==> config.mk <==
export PLATFORM = sky130hd
export DESIGN_NAME = exe_stage
export DESIGN_NICKNAME = d
export VERILOG_FILES = /design/src/rtl/exe_stage.sv
export SDC_FILE = /design/constraint.sdc
export NUM_CORES = 1
export LEC_CHECK = 0
export CORE_MARGIN = 8
export CORE_UTILIZATION = 59
export DETAILED_ROUTE_END_ITERATION = 12
export PLACE_DENSITY = 0.95
export SETUP_SLACK_MARGIN = 0.02
export SLEW_MARGIN = 20
export SYNTH_ARGS = -nofsm -noshare
export SYNTH_HDL_FRONTEND = slang
export SYNTH_SLANG_ARGS = --single-unit
==> constraint.sdc <==
create_clock -name clk -period 10 [get_ports clk]
set_clock_uncertainty 0.15 [all_clocks]
set_input_delay 2 -clock clk [delete_from_list [all_inputs] [get_ports clk]]
set_output_delay 2 -clock clk [all_outputs]
set_load 0.005 [all_outputs]
==> src/rtl/exe_stage.sv <==
// exe_stage: EXE pipeline stage holding one instruction between ID and MEM, with ALU, optional multiplier (EXE_MUL_EN) and bypass outputs.
module exe_stage #(
  parameter int MUL_LAT = 2
) (
  input  logic        clk,
  input  logic        reset,
  input  logic        flush,
  input  logic        ds_to_es_valid,
  output logic        es_allowin,
  input  logic [31:0] in_pc,
  input  logic [11:0] in_alu_op,
  input  logic [31:0] in_src1,
  input  logic [31:0] in_src2,
  input  logic [1:0]  in_mul_op,
  input  logic [4:0]  in_dest,
  input  logic        in_gr_we,
  input  logic        in_mem_we,
  input  logic        in_res_from_mem,
  input  logic [31:0] in_st_data,
  input  logic        ms_allowin,
  output logic        es_to_ms_valid,
  output logic [31:0] es_pc,
  output logic [31:0] es_result,
  output logic [4:0]  es_dest,
  output logic        es_gr_we,
  output logic        es_mem_we,
  output logic        es_res_from_mem,
  output logic [31:0] es_st_data,
  output logic        es_fwd_valid,
  output logic        es_fwd_is_load
);
  logic        es_valid;
  logic        es_ready_go;
  logic        accept;
  logic [11:0] alu_op;
  logic [31:0] src1;
  logic [31:0] src2;
  logic [31:0] alu_result;
  logic [31:0] sra_res;
  assign accept = ds_to_es_valid & es_allowin;
  assign es_allowin = ~es_valid | (es_ready_go & ms_allowin);
  assign es_to_ms_valid = es_valid & es_ready_go & ~flush;
  assign es_fwd_valid = es_valid & es_gr_we & (es_dest != 5'd0);
  assign es_fwd_is_load = es_fwd_valid & es_res_from_mem;
  always_ff @(posedge clk) begin
    if (reset) begin
      es_valid        <= 1'b0;
      es_pc           <= '0;
      alu_op          <= '0;
      src1            <= '0;
      src2            <= '0;
      es_dest         <= '0;
      es_gr_we        <= 1'b0;
      es_mem_we       <= 1'b0;
      es_res_from_mem <= 1'b0;
      es_st_data      <= '0;
    end else begin
      if (flush)
        es_valid <= 1'b0;
      else if (es_allowin)
        es_valid <= ds_to_es_valid;
      if (accept) begin
        es_pc           <= in_pc;
        alu_op          <= in_alu_op;
        src1            <= in_src1;
        src2            <= in_src2;
        es_dest         <= in_dest;
        es_gr_we        <= in_gr_we;
        es_mem_we       <= in_mem_we;
        es_res_from_mem <= in_res_from_mem;
        es_st_data      <= in_st_data;
      end
    end
  end
  // sra kept as its own signal so the arithmetic shift stays in signed context
  assign sra_res = $signed(src1) >>> src2[4:0];
  always_comb begin
    alu_result = alu_op[11] ? src1 + src2 :
                 alu_op[10] ? src1 - src2 :
                 alu_op[9]  ? {31'b0, $signed(src1) < $signed(src2)} :
                 alu_op[8]  ? {31'b0, src1 < src2} :
                 alu_op[7]  ? src1 & src2 :
                 alu_op[6]  ? ~(src1 | src2) :
                 alu_op[5]  ? src1 | src2 :
                 alu_op[4]  ? src1 ^ src2 :
                 alu_op[3]  ? src1 << src2[4:0] :
                 alu_op[2]  ? src1 >> src2[4:0] :
                 alu_op[1]  ? sra_res :
                 alu_op[0]  ? src2 : 32'b0;
  end
`ifdef EXE_MUL_EN
  localparam logic [1:0] LAST = 2'(MUL_LAT - 1);
  logic [1:0]  mul_op;
  logic [1:0]  cnt;
  logic [63:0] prod_u;
  logic [63:0] prod_s;
  logic [31:0] mul_res;
  always_ff @(posedge clk) begin
    if (reset)
      mul_op <= '0;
    else if (accept)
      mul_op <= in_mul_op;
  end
  // counter restarts whenever the stage can take a new instruction
  always_ff @(posedge clk) begin
    if (reset | flush | es_allowin)
      cnt <= '0;
    else if (es_valid & (mul_op != 2'b00) & (cnt != LAST))
      cnt <= cnt + 2'd1;
  end
  assign es_ready_go = ~(es_valid & (mul_op != 2'b00) & (cnt != LAST));
  assign prod_u = {32'b0, src1} * {32'b0, src2};
  assign prod_s = {{32{src1[31]}}, src1} * {{32{src2[31]}}, src2};
  assign mul_res = (mul_op == 2'b01) ? prod_u[31:0] :
                   (mul_op == 2'b10) ? prod_s[63:32] : prod_u[63:32];
  assign es_result = (mul_op != 2'b00) ? mul_res : alu_result;
`else
  logic unused_mul;
  assign unused_mul = ^in_mul_op ^ (MUL_LAT == 0);
  assign es_ready_go = 1'b1;
  assign es_result = alu_result;
`endif
endmodule

==> results.sh, run 1 <==
export IMPL_synth_top_area_share_pct=19.9
export IMPL_detail_route_antenna_nets=0
export IMPL_area_growth_pct=20.7
export IMPL_gp_congestion=1.07
export IMPL_worst_slew_pin_slew_ps=1070
export IMPL_post_cts_buffers=0
export IMPL_post_cts_resized=0
export IMPL_final_common_cell="nand2_1"
export IMPL_ff2ff_setup_slack_ps=7540
export IMPL_ctsRootBufferMaster="clkbuf_16"
export IMPL_synth_top_area_cell="dfxtp_1"
export IMPL_critical_path_required_ps=7850
export IMPL_num_vias=17400
export IMPL_portBuffers=260
export IMPL_synth_top_family_by_area="compound AO/OA/AOI/OAI gates"
export IMPL_initialDrtViolationCount=2894
export IMPL_grt_overflow_total=0
export IMPL_finalInstanceArea_um2=18100
export IMPL_die_area_um2=30800
export IMPL_clk_pin_slew_ps=70
export IMPL_final_setup_viol_count=0
export IMPL_hold_class="flip-flop to flip-flop"
export IMPL_pre_cts_ws_ps=3220
export IMPL_grt_pass1_vias=16500
export IMPL_synth_area_um2=15000
export IMPL_cts_buffers_inserted=17
export IMPL_power_frac_clock_pct=30.4
export IMPL_synthAdderAreaFrac_pct=8.34
export IMPL_grt_pass1_wl_mm=97.4
export IMPL_synthMuxAreaShare_pct=13.4
export IMPL_internal_power_w=0.00135
export IMPL_pwr_share_seq_pct=30.8
export IMPL_dr_pass1_iters=8
export IMPL_power_switching_w=0.000896
export IMPL_grt_max_degree=112
export IMPL_crit_path_start_kind="flip-flop"
export IMPL_setup_tns_final_ps=0
export IMPL_rsz0062_at_grt="no"
export IMPL_die_x_um=176
export IMPL_synth_xor_area_share_pct=2.80
export IMPL_cts_sinks=149
export IMPL_synthTopCellsByArea="dfxtp_1 20%, nand2_1 11%, a21oi_1 9.7%"
export IMPL_pin_count=263
export IMPL_synthFlopType="dfxtp_1"
export IMPL_die_h_um=176
export IMPL_whs_ps=306
export IMPL_swShare_pct=39.9
export IMPL_hold_violations=0
export IMPL_start_util_pct=59.8
export IMPL_cts_buffer_depth=2
export IMPL_synthArstFlopShare_pct=0
export IMPL_core_area_um2=25100
export IMPL_finalNetCount=2454
export IMPL_timing_final_crit_share_pct=74.0
export IMPL_fin_total_pwr_w=0.00225
export IMPL_tritoncts="done"
export IMPL_fp_row_count=58
export IMPL_status="finished clean"
export IMPL_ir_drop_uv=102
export IMPL_final_cell_mix="422 x nand2_1, 292 x a21oi_1, 259 x clkdlybuf4s50_1, 161 x nor2_1, 146 x dfxtp_1"
export IMPL_fmax_ghz=0.135
export IMPL_crit_arrival_ps=5250
export IMPL_synth_compound_area_share_pct=28.1
export IMPL_grt_usage_pct=40.0
export IMPL_combPwrFrac_pct=38.8
export IMPL_power_density_nw_per_um2=124
export IMPL_synth_avg_cell_area_um2=7.32
export IMPL_dpl_cell_area_um2=17500
export IMPL_h_tree_depth=4
export IMPL_drc=0
export IMPL_vias_per_cell=6.83
export IMPL_setup_ws_ps=2600
export IMPL_syn_num_nets=2307
export IMPL_path_max_fanout=24
export IMPL_cp_end_kind="primary output"
export IMPL_max_slew_margin_pct=28.3
export IMPL_antennaDiodeCount=0
export IMPL_synth_cell_types=85
export IMPL_syn_inst=2053
export IMPL_layout_min_cycle_time_ps=7400
export IMPL_p_leak_nw=6.92
export IMPL_insertion_delay_ps=440
export IMPL_wl_mm=64.7
export IMPL_maxSlewViolCount=0
export IMPL_ys_warn_count=0
export IMPL_hold_buffers=0
export IMPL_synthSimpleGateAreaFrac_pct=19.6
export IMPL_synth_seq_area_share_pct=19.9
export IMPL_critical_path_class="flip-flop to primary output"
export IMPL_drive_gt1_share_pct=7.50
export IMPL_dp_hpwl_mm=47.3
export IMPL_antenna_found_initial=1
export IMPL_maxCapViolCount=0
export IMPL_avgRoutedWirePerCell_um=25.5
export IMPL_synth_seq_cells=149
export IMPL_synth_edff_count=0
flip-flops by register name (all words and copies together), names as in the netlist, 5 cells and up:
name,count
alu_op,12
src2,32
es_pc,32
src1,32
es_st_data,32
es_dest,5
final cells by class:
type                            count  area, um^2
Multi-Input combinational cell   1638       10900
Fill cell                        1917        6980
Sequential cell                   149        2990
Timing Repair Buffer              291        2870
Clock buffer                       17         425
Tap cell                          330         413
Inverter                          103         387
Clock inverter                     15         176
stage by stage:
step / utilization [%] / instances
2_1_floorplan: - / 2053
3_3_place_gp: 69.6 / 2509
3_5_place_dp: 69.6 / 2509
4_1_cts: 72.0 / 2541
5_1_grt: 72.2 / 2543
6_report: 72.2 / 2543
cell families after synthesis:
| kind of cell | Yosys count |
|---|---|
| compound gates | 661 |
| xor+xnor | 48 |
| fa+ha+maj | 99 |
| buf+inv | 266 |
| flops | 149 |
| mux | 118 |
| simple gates | 712 |
Yosys cell counts, types with 10 or more instances:
cell type	instances
o31ai_1	12
o21bai_1	14
nand3_1	22
o2111ai_1	11
nand2_1	423
mux4_2	45
nand2b_1	11
mux4_1	14
ha_1	97
a211oi_1	25
a221oi_1	14
a21oi_1	292
a31oi_1	22
buf_6	11
o221ai_1	10
clkbuf_1	107
o22ai_1	13
mux2_2	24
a22oi_1	16
buf_2	22
o211ai_1	28
nor3_1	35
nor2_1	161
buf_1	12
a221o_1	13
o21a_1	10
dfxtp_1	149
o21ai_0	76
mux2i_1	33
inv_1	93
xnor2_1	41
a21o_1	11
nor2b_1	11
critical path, stage by stage (launching register included):
cell             delay, ps
dfxtp_2                690
clkinv_1               660
ha_1                   570
o21bai_1               120
o211ai_1               400
a211oi_1               190
nor2_1                 310
o21ai_1                240
a221oi_1               520
a2bb2oi_1              160
xnor2_1                160
a221o_1                310
clkdlybuf4s50_1        460
worst paths after layout:
kind | from | endpoint | depth (start not counted)
setup / recovery | src2[1] | es_result[27] | 12
hold / removal | es_st_data[2] | es_st_data[2] | 2
setup reg to reg | es_valid | alu_op[7] | 6
hold reg to reg | es_st_data[2] | es_st_data[2] | 2
metal layers:
layer  track usage (%)  share of wire [%]  up-vias
met5                 0                  0        -
met1              50.4                 37     8080
li1                  -                  -     7663
met4              20.2                5.5        0
met2              61.3                 44     1386
met3              11.8                 13      247
power by group through the flow:
| stage | registers (W) | logic [W] | clock network (W) |
|---|---|---|---|
| 6_report | 0.000693 | 0.000871 | 0.000682 |
| 5_1_grt | 0.000694 | 0.000926 | 0.000704 |
| 4_1_cts | 0.000687 | 0.000843 | 0.000682 |
| 3_5_place_dp | 0.000700 | 0.000836 | 0 |
| 3_3_place_gp | 0.000697 | 0.000822 | 0 |
| 2_1_floorplan | 0.000671 | 0.000530 | 0 |
(Power assumes the default switching activity.)
==> inputs of run 2 (changes only) <==
- CORE_UTILIZATION: 59 -> 55
- PLACE_DENSITY: 0.95 -> 0.9
- clock period: 10 -> 6.9 ns (I/O delays scaled with it)
==> run 2 against run 1 <==
  * The flow now finishes with violations (DRC)
  * Die area rose by 6.6%
  * Sequential share of layout area is 0.079 points lower
  * Largest cell class unchanged
  * Power grew 44%
  * Flip-flop and latch count did not move
  * Largest power group unchanged
==> results.sh, run 2 (synthesis gave the netlist of run 1 again) <==
export IMPL_pre_cts_ws_ps=958
export IMPL_crit_path_cell_trace="clkinv_1 > ha_1 > o21bai_1 > o211ai_1 > a211oi_1 > nor2_1 > o21ai_1 > a221oi_1 > a2bb2oi_1 > xnor2_1 > a221o_1 > clkdlybuf4s50_1"
export IMPL_critPathSlowestCell="dfxtp_2"
export IMPL_crit_path_max_incr_delay_ps=620
export IMPL_avgRoutedWirePerCell_um=24.8
export IMPL_initialDrtViolationCount=2681
export IMPL_setup_tns_final_ps=0
export IMPL_ctsRootBufferMaster="clkbuf_16"
export IMPL_cts_buffers_inserted=17
export IMPL_tritoncts="done"
export IMPL_grt_pass1_vias=16400
export IMPL_num_vias=17300
export IMPL_ir_drop_uv=187
export IMPL_post_cts_buffers=0
export IMPL_grt_pass1_wl_mm=96.8
export IMPL_cts_sinks=149
export IMPL_start_util_pct=55.9
export IMPL_insertion_delay_ps=430
export IMPL_hold_buffers=0
export IMPL_die_area_um2=32900
export IMPL_core_area_um2=26900
export IMPL_combPwrFrac_pct=39.1
export IMPL_detail_route_antenna_nets=0
export IMPL_final_common_cell="nand2_1"
export IMPL_dp_hpwl_mm=47.8
export IMPL_final_setup_viol_count=0
export IMPL_status="finished with violations"
export IMPL_die_h_um=181
export IMPL_layout_min_cycle_time_ps=6460
export IMPL_p_leak_nw=6.98
export IMPL_dr_pass1_iters=12
export IMPL_worst_slew_pin_slew_ps=989
export IMPL_fp_row_count=60
export IMPL_drive_gt1_share_pct=8.04
export IMPL_pin_count=263
export IMPL_hold_class="flip-flop to flip-flop"
export IMPL_power_frac_clock_pct=30.2
export IMPL_vias_per_cell=6.75
export IMPL_pwr_share_seq_pct=30.7
export IMPL_portBuffers=260
export IMPL_post_cts_resized=0
export IMPL_critical_path_required_ps=5370
export IMPL_maxCapViolCount=0
export IMPL_fmax_ghz=0.155
export IMPL_final_cell_mix="422 x nand2_1, 292 x a21oi_1, 259 x clkdlybuf4s50_1, 161 x nor2_1, 146 x dfxtp_1"
export IMPL_crit_arrival_ps=4930
export IMPL_setup_ws_ps=444
export IMPL_drc=1
export IMPL_hold_violations=0
export IMPL_path_max_fanout=16
export IMPL_grt_usage_pct=37.1
export IMPL_max_slew_margin_pct=34.1
export IMPL_antennaDiodeCount=0
export IMPL_swShare_pct=38.2
export IMPL_violations="DRC"
export IMPL_die_x_um=181
export IMPL_wl_mm=63.7
export IMPL_clk_pin_slew_ps=70
export IMPL_crit_path_start_kind="flip-flop"
export IMPL_cp_end_kind="primary output"
export IMPL_rsz0062_at_grt="no"
export IMPL_cts_buffer_depth=2
export IMPL_grt_overflow_total=0
export IMPL_power_switching_w=0.00124
export IMPL_power_density_nw_per_um2=178
export IMPL_finalNetCount=2468
export IMPL_timing_final_crit_share_pct=93.6
export IMPL_gp_congestion=1.05
export IMPL_maxSlewViolCount=0
export IMPL_antenna_found_initial=0
export IMPL_internal_power_w=0.00201
export IMPL_h_tree_depth=4
export IMPL_critical_path_class="flip-flop to primary output"
export IMPL_area_growth_pct=21.2
export IMPL_grt_max_degree=123
run 2: cell types whose count changed in the layout (fill, tap and decap cells not counted):
| cell | before | now |
|---|---|---|
| clkinv_4 | 2 | 1 |
| inv_6 | 5 | 3 |
| clkinvlp_4 | 0 | 2 |
| buf_6 | 0 | 1 |
| buf_4 | 30 | 45 |
| inv_8 | 3 | 5 |
| bufinv_16 | 0 | 1 |
| buf_16 | 2 | 0 |
| clkinv_8 | 4 | 1 |
| clkbuf_1 | 0 | 1 |
| inv_12 | 1 | 0 |
| clkbuf_16 | 17 | 18 |
run 2: worst max-delay path, delay by kind of cell, from the launching register on:
| family | cells | cell delay [ps] |
|---|---|---|
| adder cells (fa/ha/maj) | 1 | 550 |
| AND/OR/NAND/NOR | 1 | 260 |
| AO/OA/AOI/OAI | 7 | 1870 |
| buffers and inverters | 2 | 1040 |
| XOR/XNOR | 1 | 150 |
| flip-flops | 1 | 620 |
run 2: metal layers:
layer	up-vias	GRT usage, %	share of wire [%]
li1	7693	-	-
met1	8179	48.3	38
met2	1228	57.3	44
met3	229	8.57	12
met4	0	18.1	5.4
met5	-	0	0
run 2: stage by stage:
stage	instance area, um^2	hold slack [ps]	instances	utilization (%)	total power (W)
final	18200	305	2568	67.8	0.00324
after global routing	18200	328	2568	67.8	0.00338
after CTS	18200	306	2568	67.8	0.00321
after detailed placement	17600	296	2536	65.5	0.00223
after global placement	17600	291	2536	65.5	0.00221
after floorplan	15000	300	2053	-	0.00174
run 2: power by group through the flow:
stage	Clock [W]	Combinational [W]	Sequential, W
floorplan	0	0.000768	0.000972
global placement	0	0.00120	0.00100
detailed placement	0	0.00122	0.00101
CTS	0.000988	0.00123	0.000991
global route	0.00102	0.00135	0.00100
finish	0.000979	0.00127	0.000997
run 2: cell type report:
type | count | area [um^2]
flip-flops and latches | 149 | 2990
clock inverters | 13 | 153
well taps | 341 | 427
fillers | 2257 | 8660
multi-input cells | 1638 | 10900
clock buffers | 19 | 454
repair buffers | 305 | 2940
inverters | 103 | 387
run 2: final timing paths:
check	slack [ps]	startpoint	to	cells past startpoint
worst min register to register	300	es_pc[20]	es_pc[20]	2
worst max-delay path	440	src2[1]	es_result[27]	12
worst min-delay path	300	es_pc[20]	es_pc[20]	2
worst max register to register	4300	es_valid	es_st_data[7]	5
